### config.mk
export PLATFORM = sky130hd
export DESIGN_NAME = decode_queue
export DESIGN_NICKNAME = d
export VERILOG_FILES = /design/src/rtl/decode_queue.sv
export SDC_FILE = /design/constraint.sdc
export NUM_CORES = 1
export LEC_CHECK = 0
export CAP_MARGIN = 20
export CORE_ASPECT_RATIO = 1.2
export CORE_MARGIN = 1.5
export CORE_UTILIZATION = 35
export CTS_BUF_LIST = sky130_fd_sc_hd__clkbuf_2 sky130_fd_sc_hd__clkbuf_4 sky130_fd_sc_hd__clkbuf_8
export CTS_CLUSTER_SIZE = 28
export DETAILED_ROUTE_END_ITERATION = 7
export PLACE_DENSITY = 0.66
export SYNTH_ARGS = -nofsm -noshare
export SYNTH_HDL_FRONTEND = slang
export SYNTH_SLANG_ARGS = --single-unit
### constraint.sdc
create_clock -name clk -period 2.05 [get_ports clk]
set_input_delay 0.615 -clock clk [delete_from_list [all_inputs] [get_ports clk]]
set_output_delay 0.615 -clock clk [all_outputs]
set_load 0.02 [all_outputs]
### src/rtl/decode_queue.sv
// decode_queue: registered RV32I(+M) decoder for the ID stage, holding
// decoded control bundles in a small in-order queue.
module decode_queue #(
    parameter int DEPTH = 2,
    parameter bit EN_M  = 1'b0
) (
    input  logic        clk,
    input  logic        rst_n,
    input  logic        flush,
    input  logic        in_valid,
    output logic        in_ready,
    input  logic [31:0] in_instr,
    input  logic [31:0] in_pc,
    output logic        out_valid,
    input  logic        out_ready,
    output logic [31:0] out_pc,
    output logic [31:0] out_imm,
    output logic [4:0]  out_rd,
    output logic [4:0]  out_rs1,
    output logic [4:0]  out_rs2,
    output logic        out_jal,
    output logic        out_jalr,
    output logic        out_mem_to_reg,
    output logic        out_load_npc,
    output logic        out_alu_src1,
    output logic [2:0]  out_reg_write,
    output logic [3:0]  out_mem_write,
    output logic [1:0]  out_reg_read,
    output logic [2:0]  out_branch_type,
    output logic [3:0]  out_alu_ctrl,
    output logic [1:0]  out_alu_src2,
    output logic [2:0]  out_imm_type,
    output logic        out_md_valid,
    output logic [2:0]  out_md_op,
    output logic        out_illegal,
    output logic [15:0] illegal_count
);
    localparam int AW = $clog2(DEPTH);
    localparam int CW = AW + 1;

    localparam logic [2:0] NOREGWRITE = 3'd0, LB = 3'd1, LH = 3'd2;
    localparam logic [2:0] LW = 3'd3, LBU = 3'd4, LHU = 3'd5;
    localparam logic [2:0] NOBRANCH = 3'd0, BEQ = 3'd1, BNE = 3'd2;
    localparam logic [2:0] BLT = 3'd3, BLTU = 3'd4, BGE = 3'd5, BGEU = 3'd6;
    localparam logic [2:0] RTYPE = 3'd0, ITYPE = 3'd1, STYPE = 3'd2;
    localparam logic [2:0] BTYPE = 3'd3, UTYPE = 3'd4, JTYPE = 3'd5;
    localparam logic [3:0] SLL = 4'd0, SRL = 4'd1, SRA = 4'd2, ADD = 4'd3;
    localparam logic [3:0] SUB = 4'd4, XOR = 4'd5, OR = 4'd6, AND = 4'd7;
    localparam logic [3:0] SLT = 4'd8, SLTU = 4'd9, ALU_LUI = 4'd10;

    localparam logic [6:0] OPC_LUI = 7'b0110111, OPC_AUIPC = 7'b0010111;
    localparam logic [6:0] OPC_JAL = 7'b1101111, OPC_JALR = 7'b1100111;
    localparam logic [6:0] OPC_BR = 7'b1100011, OPC_LD = 7'b0000011;
    localparam logic [6:0] OPC_ST = 7'b0100011, OPC_OPI = 7'b0010011;
    localparam logic [6:0] OPC_OP = 7'b0110011;

    typedef struct packed {
        logic [31:0] pc;
        logic [31:0] imm;
        logic [4:0]  rd;
        logic [4:0]  rs1;
        logic [4:0]  rs2;
        logic        jal;
        logic        jalr;
        logic        mem_to_reg;
        logic        load_npc;
        logic        alu_src1;
        logic [2:0]  reg_write;
        logic [3:0]  mem_write;
        logic [1:0]  reg_read;
        logic [2:0]  branch_type;
        logic [3:0]  alu_ctrl;
        logic [1:0]  alu_src2;
        logic [2:0]  imm_type;
        logic        md_valid;
        logic [2:0]  md_op;
        logic        illegal;
    } dec_t;

    logic [6:0] opc, f7;
    logic [2:0] f3;
    logic is_lui, is_auipc, is_jal, is_jalr, is_br;
    logic is_ld, is_st, is_opi, is_op;

    assign opc = in_instr[6:0];
    assign f3  = in_instr[14:12];
    assign f7  = in_instr[31:25];

    assign is_lui   = opc == OPC_LUI;
    assign is_auipc = opc == OPC_AUIPC;
    assign is_jal   = opc == OPC_JAL;
    assign is_jalr  = opc == OPC_JALR;
    assign is_br    = opc == OPC_BR;
    assign is_ld    = opc == OPC_LD;
    assign is_st    = opc == OPC_ST;
    assign is_opi   = opc == OPC_OPI;
    assign is_op    = opc == OPC_OP;

    function automatic logic [3:0] alu_f3(input logic [2:0] f,
                                          input logic alt);
        logic [3:0] a;
        unique case (f)
            3'b000:  a = alt ? SUB : ADD;
            3'b001:  a = SLL;
            3'b010:  a = SLT;
            3'b011:  a = SLTU;
            3'b100:  a = XOR;
            3'b101:  a = alt ? SRA : SRL;
            3'b110:  a = OR;
            default: a = AND;
        endcase
        return a;
    endfunction

    dec_t dec;
    logic bad;

    always_comb begin
        dec     = '0;
        bad     = 1'b0;
        dec.pc  = in_pc;
        dec.rd  = in_instr[11:7];
        dec.rs1 = in_instr[19:15];
        dec.rs2 = in_instr[24:20];
        unique case (1'b1)
            is_lui: begin
                dec.alu_ctrl  = ALU_LUI;
                dec.reg_write = LW;
                dec.imm_type  = UTYPE;
                dec.alu_src2  = 2'b10;
            end
            is_auipc: begin
                dec.alu_src1  = 1'b1;
                dec.alu_ctrl  = ADD;
                dec.reg_write = LW;
                dec.imm_type  = UTYPE;
                dec.alu_src2  = 2'b10;
            end
            is_jal: begin
                dec.jal       = 1'b1;
                dec.load_npc  = 1'b1;
                dec.reg_write = LW;
                dec.imm_type  = JTYPE;
                dec.alu_ctrl  = ADD;
                dec.alu_src2  = 2'b10;
            end
            is_jalr: begin
                dec.jalr      = 1'b1;
                dec.load_npc  = 1'b1;
                dec.reg_write = LW;
                dec.imm_type  = ITYPE;
                dec.alu_ctrl  = ADD;
                dec.reg_read  = 2'b10;
                dec.alu_src2  = 2'b10;
                bad           = f3 != 3'b000;
            end
            is_br: begin
                dec.imm_type = BTYPE;
                dec.alu_ctrl = ADD;
                dec.reg_read = 2'b11;
                case (f3)
                    3'b000:  dec.branch_type = BEQ;
                    3'b001:  dec.branch_type = BNE;
                    3'b100:  dec.branch_type = BLT;
                    3'b101:  dec.branch_type = BGE;
                    3'b110:  dec.branch_type = BLTU;
                    3'b111:  dec.branch_type = BGEU;
                    default: bad = 1'b1;
                endcase
            end
            is_ld: begin
                dec.mem_to_reg = 1'b1;
                dec.imm_type   = ITYPE;
                dec.alu_ctrl   = ADD;
                dec.reg_read   = 2'b10;
                dec.alu_src2   = 2'b10;
                case (f3)
                    3'b000:  dec.reg_write = LB;
                    3'b001:  dec.reg_write = LH;
                    3'b010:  dec.reg_write = LW;
                    3'b100:  dec.reg_write = LBU;
                    3'b101:  dec.reg_write = LHU;
                    default: bad = 1'b1;
                endcase
            end
            is_st: begin
                dec.imm_type = STYPE;
                dec.alu_ctrl = ADD;
                dec.reg_read = 2'b11;
                dec.alu_src2 = 2'b10;
                case (f3)
                    3'b000:  dec.mem_write = 4'b0001;
                    3'b001:  dec.mem_write = 4'b0011;
                    3'b010:  dec.mem_write = 4'b1111;
                    default: bad = 1'b1;
                endcase
            end
            is_opi: begin
                dec.imm_type  = ITYPE;
                dec.reg_read  = 2'b10;
                dec.reg_write = LW;
                dec.alu_ctrl  = (f3 == 3'b000) ? ADD : alu_f3(f3, f7[5]);
                if (f3 == 3'b001 || f3 == 3'b101) begin
                    dec.alu_src2 = 2'b01;
                    bad = !(f7 == 7'b0000000 ||
                            (f3 == 3'b101 && f7 == 7'b0100000));
                end else begin
                    dec.alu_src2 = 2'b10;
                end
            end
            is_op: begin
                dec.reg_read  = 2'b11;
                dec.reg_write = LW;
                dec.alu_ctrl  = alu_f3(f3, f7[5]);
                if (f7 == 7'b0000001) begin
                    bad = !EN_M;
                    dec.md_valid = EN_M;
                    dec.md_op    = EN_M ? f3 : 3'b000;
                end else begin
                    bad = !(f7 == 7'b0000000 ||
                            (f7 == 7'b0100000 &&
                             (f3 == 3'b000 || f3 == 3'b101)));
                end
            end
            default: bad = 1'b1;
        endcase

        case (dec.imm_type)
            ITYPE:   dec.imm = {{20{in_instr[31]}}, in_instr[31:20]};
            STYPE:   dec.imm = {{20{in_instr[31]}}, in_instr[31:25],
                                in_instr[11:7]};
            BTYPE:   dec.imm = {{19{in_instr[31]}}, in_instr[31],
                                in_instr[7], in_instr[30:25],
                                in_instr[11:8], 1'b0};
            UTYPE:   dec.imm = {in_instr[31:12], 12'b0};
            JTYPE:   dec.imm = {{11{in_instr[31]}}, in_instr[31],
                                in_instr[19:12], in_instr[20],
                                in_instr[30:21], 1'b0};
            default: dec.imm = '0;
        endcase

        if (dec.rd == 5'd0) dec.reg_write = NOREGWRITE;
        // illegal entries must not cause any architectural side effect
        if (bad) begin
            dec.illegal     = 1'b1;
            dec.reg_write   = NOREGWRITE;
            dec.mem_write   = '0;
            dec.branch_type = NOBRANCH;
            dec.jal         = 1'b0;
            dec.jalr        = 1'b0;
            dec.md_valid    = 1'b0;
        end
    end

    dec_t            mem [DEPTH];
    logic [AW-1:0]   wptr, rptr;
    logic [CW-1:0]   count;
    logic            rdy_en;
    logic            push, pop;
    dec_t            head;

    assign in_ready  = rdy_en && (count < CW'(DEPTH)) && !flush;
    assign out_valid = count != '0;
    assign push      = in_valid && in_ready;
    assign pop       = out_valid && out_ready;
    assign head      = out_valid ? mem[rptr] : '0;

    always_ff @(posedge clk or negedge rst_n) begin
        if (!rst_n) begin
            rdy_en <= 1'b0;
        end else begin
            rdy_en <= 1'b1;
        end
    end

    always_ff @(posedge clk or negedge rst_n) begin
        if (!rst_n) begin
            wptr  <= '0;
            rptr  <= '0;
            count <= '0;
        end else if (flush) begin
            wptr  <= '0;
            rptr  <= '0;
            count <= '0;
        end else begin
            if (push) wptr <= wptr + 1'b1;
            if (pop)  rptr <= rptr + 1'b1;
            case ({push, pop})
                2'b10:   count <= count + 1'b1;
                2'b01:   count <= count - 1'b1;
                default: count <= count;
            endcase
        end
    end

    always_ff @(posedge clk or negedge rst_n) begin
        if (!rst_n) begin
            for (int i = 0; i < DEPTH; i++) mem[i] <= '0;
        end else if (push) begin
            mem[wptr] <= dec;
        end
    end

    always_ff @(posedge clk or negedge rst_n) begin
        if (!rst_n) begin
            illegal_count <= '0;
        end else if (push && dec.illegal && illegal_count != 16'hFFFF) begin
            illegal_count <= illegal_count + 16'd1;
        end
    end

    assign out_pc          = head.pc;
    assign out_imm         = head.imm;
    assign out_rd          = head.rd;
    assign out_rs1         = head.rs1;
    assign out_rs2         = head.rs2;
    assign out_jal         = head.jal;
    assign out_jalr        = head.jalr;
    assign out_mem_to_reg  = head.mem_to_reg;
    assign out_load_npc    = head.load_npc;
    assign out_alu_src1    = head.alu_src1;
    assign out_reg_write   = head.reg_write;
    assign out_mem_write   = head.mem_write;
    assign out_reg_read    = head.reg_read;
    assign out_branch_type = head.branch_type;
    assign out_alu_ctrl    = head.alu_ctrl;
    assign out_alu_src2    = head.alu_src2;
    assign out_imm_type    = head.imm_type;
    assign out_md_valid    = head.md_valid;
    assign out_md_op       = head.md_op;
    assign out_illegal     = head.illegal;
endmodule
==> flow_summary_export.csv, run 1 <==
group,metric,value,unit
worst_setup_path,critPathTopFamily,"buffers and inverters",
global_route,grt_start_max_net_pins,73,
synthesis,async_reset_ff_frac,1.00,
synthesis,synthCells,1184,
clock_network,cts_tree,"built",
global_route,antenna_found_initial,3,
clock_network,h-tree-depth,2,
synthesis,synth_area_leaders,"dfrtp_1 52%, nand2_1 10%, mux2i_1 9.6%, mux2_2 5.6%, o21ai_0 5.0%",
floorplan,fp.dieH,198,µm
clock_network,cts_sinks,231,
clock_network,cts_root_buffer,"clkbuf_8",
clock_network,clk_pin_slew_worst_paths,60,ps
power_and_ir_drop,ir_drop,477,µV
clock_network,cts_buffers,41,
detailed_routing,drc,0,
detailed_routing,via_count,9650,
timing,maxSlewHeadroom,0.647,
outcome,status,"finished with violations",
final_layout,multiInputGateArea,5310,µm²
synthesis,ys.warnings.count,0,
power_and_ir_drop,power_switching,3.18,mW
detailed_routing,wire_per_inst,16.9,µm
place,hpwlAfterDp,21900,µm
power_and_ir_drop,clockPowerShare,0.375,
timing,rsz0062_at_grt,"true",
timing,period_share,1.26,
floorplan,die_area,32700,µm²
worst_setup_path,cp-end-kind,"primary output",
power_and_ir_drop,p_sw_frac,0.269,
detailed_routing,wirelength,33100,µm
worst_setup_path,cp.required,1430,ps
detailed_routing,antenna_left,0,
timing,setup_ws,-534,ps
worst_setup_path,cpPeakStageDelay,530,ps
global_route,grt_pass1_wl,51600,µm
synthesis,yosys-top-cells-count,"304 x nand2_1, 231 x dfrtp_1, 132 x nor2_1",
synthesis,yosysTopAreaCell,"dfrtp_1",
final_layout,layout-drive-gt1-share,0.310,
floorplan,coreArea,31300,µm²
synthesis,yosysMostFrequentCell,"nand2_1",
final_layout,fin_nets,1596,
timing,period_needed,2580,ps
global_route,track_usage,0.201,
job,cap_viol_max_count,0,
timing,hold_violations,0,
synthesis,avgSynthCellArea,9.36,µm²
worst_setup_path,critical_path_class,"reg -> out",
floorplan,row_count,71,
place,pre_cts_ws,-840,ps
timing,drv_slew,0,
floorplan,io-pin-count,197,
final_layout,fillers,2849,
power_and_ir_drop,p_leak,7.48,nW
power_and_ir_drop,intPower,8.65,mW
worst_setup_path,crit_fanout,14,
timing,tightest_slew,529,ps
outcome,violations,"negative setup slack",
synthesis,yosysUniqueCellTypes,51,
place,place_congestion,0.861,
floorplan,start_util,0.354,
worst_setup_path,crit_path_start_kind,"flip-flop",
worst_hold_path,min_path_type,"in -> async",
synthesis,ys.flop_type,"dfrtp_1",
clock_network,worstSkewPairLatency,550,ps
synthesis,synth.top_cell.area_share,0.522,
floorplan,die_w,165,µm
worst_setup_path,worst-path-buf-inv,2,
worst_setup_path,critical_path_arrival,1970,ps
synthesis,ys_seq_area_frac,0.522,
clock_network,cts_hold_buf,0,
clock_network,clockBufferDepth,3,
power_and_ir_drop,power,11.8,mW
final_layout,area_growth,46.0,%
detailed_routing,avgViaCountPerCell,4.94,
global_route,grt_pass1_vias,9817,
detailed_routing,dr.pass1.iters,5,
detailed_routing,drt_first_iter_violations,489,
power_and_ir_drop,pwr-share-seq,0.461,
synthesis,synth_seq_cells,231,
synthesis,synth_edf_count,0,
power_and_ir_drop,power_density,731,nW/µm²
worst_setup_path,crit_slowest_cell,"dfrtp_4",
synthesis,synth_area,11100,µm²
final_layout,seq_area,5780,µm²
timing,setup_viol,108,
place,port_buffers,192,
global_route,grt_remaining_overflow,0,
timing,clock_skew,22.4,ps
worst_setup_path,cp_cell_sequence,"buf_8, mux2i_2, nor2_1, dlygate4sd2_1",
timing,clock.fmax,387,MHz
power_and_ir_drop,share_comb_of_total_power,0.165,
[stage by stage]
step                      TNS [ps]  instance area [µm²]  utilization  hold slack, ps  cells
after CTS                   -45100                15800        0.504            24.4   1934
after floorplan               -981                11200            -             319   1187
after global placement     -116870                14600        0.468             456   1832
final                       -42500                16200        0.518            27.1   1955
after detailed placement   -119860                14600        0.468             461   1832
after global routing        -49800                16200        0.518            51.6   1954
[cells by family (layout without fill, tap and decap cells)]
kind of cell | count (synthesis) | after routing | synth area share
xor gates and xnor gates | 17 | 17 | 0.0134
buffers and inverters | 89 | 455 | 0.0351
AOI/OAI and AO/OA | 164 | 164 | 0.0802
other | 2 | 6 | 0.000678
muxes | 161 | 161 | 0.152
DFF | 231 | 231 | 0.522
adders and majority gates | 1 | 1 | 0.00113
and+or+nand+nor | 519 | 519 | 0.196
[state kept, by name, summed over array words and instances, names as in the netlist]
signal         flops
illegal_count     16
wptr               1
rptr               1
rdy_en             1
count              2
mem              210
[power by group through the flow]
stage	sequential, mW	clock, mW	combinational, mW
floorplan	5.48	0	0.955
global placement	5.48	0	1.80
detailed placement	5.51	0	1.84
CTS	5.44	4.55	1.89
global route	5.52	4.76	2.14
finish	5.45	4.43	1.95
[cells in the final DEF, fill, tap and decap left out, drive strengths merged, types with 9 or more instances in the layout]
cell           count
clkbuf            68
dlygate4sd2       32
nor4               9
nand3             13
buf              285
o21ai            111
mux2i            106
clkdlybuf4s50     50
a21oi             31
nor3              11
xor2              15
nor2             132
nand2            305
mux2              55
dfrtp            231
[area by class of cell]
cell class | instances | share of cell area
clock buffers | 65 | 0.0491
flip-flops and latches | 231 | 0.357
diodes | 1 | 0.000155
inverters | 5 | 0.00131
well taps | 401 | 0.0310
multi-input cells | 867 | 0.328
clock inverters | 5 | 0.00309
repair buffers | 380 | 0.230
[what timing repair did]
| action | in CTS | in global routing |
|---|---|---|
| endpoints found under the setup margin | 171 | 230 |
| setup buffers | 29 | 21 |
| cloned | 4 | 2 |
| pin swaps | 19 | 23 |
| resized for setup | 497 | 112 |
[metal layers]
layer  vias up  wire length, µm  global-route usage
li1       4641                -                   -
met1      4734            14400               0.257
met2       215            16100               0.338
met3        60             1610              0.0400
met4         0              972              0.0694
met5         -                0                   0
[worst paths after layout]
check	from	endpoint	slack, ps	cells after the start
min in group clk	mem[153]	mem[153]	470	2
hold / removal	rst_n	mem[158]	30	1
hold reg to reg	mem[153]	mem[153]	470	2
setup / recovery	rptr	out_rs2[2]	-530	4
setup reg to reg	count[1]	mem[101]	130	7
max in group asynchronous	rst_n	mem[118]	1370	2
No activity file was read; power rests on OpenSTA's default activity.
==> run 2: changes to the inputs <==
--- a/config.mk
+++ b/config.mk
@@ -12,7 +12,6 @@
 export CTS_BUF_LIST = sky130_fd_sc_hd__clkbuf_2 sky130_fd_sc_hd__clkbuf_4 sky130_fd_sc_hd__clkbuf_8
 export CTS_CLUSTER_SIZE = 28
 export DETAILED_ROUTE_END_ITERATION = 7
-export PLACE_DENSITY = 0.66
 export SYNTH_ARGS = -nofsm -noshare
 export SYNTH_HDL_FRONTEND = slang
 export SYNTH_SLANG_ARGS = --single-unit
==> run 2 against run 1 <==
  * The run still ends with negative setup slack left
  * Largest cell class unchanged
  * Largest power group unchanged
  * Utilization down 0.90 points
  * Worst setup slack improved by 46 ps
  * Non-clock buffer count shrank 26
  * Fmax up 1.8%
  * Critical path depth is 2 higher
  * Clock-buffer cell count decreased by 1
  * Sequential power about the same
  * Register-to-register slack gained 60 ps
  * Critical path type unchanged
  * Design area is 1.7% lower
  * Final cell count fell by 1.1%
==> flow_summary_export.csv, run 2 (synthesized netlist as in run 1, its figures left out) <==
group,metric,value,unit
place,hpwlAfterDp,21900,µm
worst_setup_path,crit_fanout,11,
worst_hold_path,min_to,"mem[54]",
floorplan,die_area,32700,µm²
timing,clock.fmax,394,MHz
timing,drv_slew,0,
detailed_routing,wire_per_inst,16.7,µm
timing,fin_tns_setup,-37380,ps
global_route,grt_remaining_overflow,0,
global_route,grt_start_max_net_pins,65,
timing,period_share,1.24,
worst_setup_path,cp-end-kind,"primary output",
timing,period_needed,2540,ps
timing,setup_ws,-488,ps
final_layout,fin_nets,1570,
worst_setup_path,crit_path_start_kind,"flip-flop",
timing,tightest_slew,702,ps
place,place_congestion,0.820,
worst_hold_path,min_path_type,"in -> reg",
floorplan,coreArea,31300,µm²
detailed_routing,wirelength,32300,µm
outcome,violations,"negative setup slack",
global_route,grt_pass1_wl,51300,µm
power_and_ir_drop,power_density,749,nW/µm²
power_and_ir_drop,ir_drop,475,µV
final_layout,largest_reg_flops,210,
timing,hold_violations,0,
clock_network,clockBufferDepth,3,
outcome,status,"finished with violations",
timing,setup_viol,110,
timing,rsz0062_at_grt,"true",
worst_setup_path,r2r_cells,8,
worst_setup_path,reg2reg_from,"count[1]",
final_layout,top_regs,"mem: 210 flops, illegal_count: 16 flops, count: 2 flops",
timing,maxSlewHeadroom,0.531,
worst_hold_path,hold_depth,4,
floorplan,start_util,0.354,
floorplan,die_w,165,µm
final_layout,fillers,3009,
detailed_routing,via_count,9520,
final_layout,largest-register,"mem",
clock_network,h-tree-depth,2,
detailed_routing,dr.pass1.iters,4,
global_route,antenna_found_initial,5,
floorplan,fp.dieH,198,µm
place,pre_cts_ws,-813,ps
worst_setup_path,rrSetupSlack,190,ps
clock_network,cts_sinks,231,
detailed_routing,avgViaCountPerCell,4.92,
job,cap_viol_max_count,0,
place,port_buffers,192,
worst_setup_path,cp.required,1430,ps
floorplan,row_count,71,
global_route,track_usage,0.199,
clock_network,cts_root_buffer,"clkbuf_8",
global_route,grt_pass1_vias,9677,
detailed_routing,antenna_left,0,
final_layout,area_growth,43.5,%
clock_network,clk_pin_slew_worst_paths,60,ps
clock_network,cts_buffers,41,
final_layout,final_cell_mix,"302 x nand2_1, 230 x dfrtp_1, 203 x buf_4",
worst_setup_path,r2r_end,"mem[133]",
timing,clock_skew,19.2,ps
worst_hold_path,min-delay-start,"in_instr[28]",
detailed_routing,drt_first_iter_violations,408,
floorplan,io-pin-count,197,
detailed_routing,drc,0,
final_layout,final_common_cell,"nand2_1",
clock_network,worstSkewPairLatency,540,ps
power_and_ir_drop,p_leak,7.29,nW
worst_setup_path,critical_path_arrival,1920,ps
clock_network,cts_tree,"built",
worst_setup_path,critical_path_class,"reg -> out",
final_layout,layout-drive-gt1-share,0.311,
-- run 2: cell types whose count changed in the layout (fill, tap and decap cells not counted), moves of 4 or more --
cell           before  now
mux2i_2            13   20
nor4_4              6    2
dlygate4sd2_1      32   24
o31ai_1             5    1
nor4_2              1    5
buf_6              29   25
mux2i_1            89   84
nor2_1            120  124
-- run 2: metrics by stage --
| step | util | total power, mW | area [µm²] | hold slack [ps] | std cells |
|---|---|---|---|---|---|
| after floorplan | - | 6.43 | 11200 | 319 | 1187 |
| after global placement | 0.467 | 7.28 | 14600 | 456 | 1829 |
| after detailed placement | 0.467 | 7.34 | 14600 | 461 | 1829 |
| after CTS | 0.499 | 12.0 | 15600 | 429 | 1925 |
| after global routing | 0.508 | 12.5 | 15900 | 468 | 1932 |
| final | 0.509 | 11.9 | 15900 | 454 | 1934 |
-- run 2: worst max path at each step --
stage | start | end | slack [ps] | depth (start not counted)
after floorplan | in_instr[25] | illegal_count[1] | -120 | 7
after global placement | in_instr[26] | mem[131] | -790 | 8
after detailed placement | in_instr[25] | mem[131] | -810 | 8
after CTS | rptr | out_imm[2] | -530 | 6
after global routing | rptr | out_imm[1] | -560 | 6
final | rptr | out_imm[1] | -490 | 6
-- run 2: area by class of cell --
| cell class | count | area [µm²] | share of cell area |
|---|---|---|---|
| clock buffer | 64 | 781 | 0.0491 |
| inverter | 5 | 23.8 | 0.00149 |
| sequential | 231 | 5780 | 0.364 |
| multi-input combinational | 867 | 5310 | 0.334 |
| timing repair buffer | 354 | 3400 | 0.214 |
| clock inverter | 8 | 92.6 | 0.00582 |
| antenna | 4 | 10.0 | 0.000629 |
| tap | 401 | 502 | 0.0315 |
-- run 2: layer usage --
metal / GRT usage / vias up / routed length, µm
met3: 0.0415 / 60 / 1640
met1: 0.259 / 4637 / 14000
li1: - / 4605 / -
met2: 0.327 / 216 / 15700
met4: 0.0694 / 2 / 882
met5: 0 / - / 13
-- run 2: what timing repair did --
action,CTS,global route
hold buffers,1,0
gates cloned,3,0
setup buffers,21,8
endpoints found under the setup margin,156,141
endpoints found under the hold margin,38,0
pin swaps,11,15
gates resized for setup,576,79
-- run 2: critical path, cell delays in order, from the launching register on --
cell and delay, ps:
dfrtp_4 510, buf_12 170, buf_12 120, buf_12 130, mux2i_1 110, nor2_1 160
buf_4 170
-- run 2: power breakdown --
group / total (mW) / internal, mW / switching, mW
Clock: 4.55 / 2.67 / 1.89
Sequential: 5.44 / 5.12 / 0.329
Combinational: 1.91 / 0.947 / 0.960
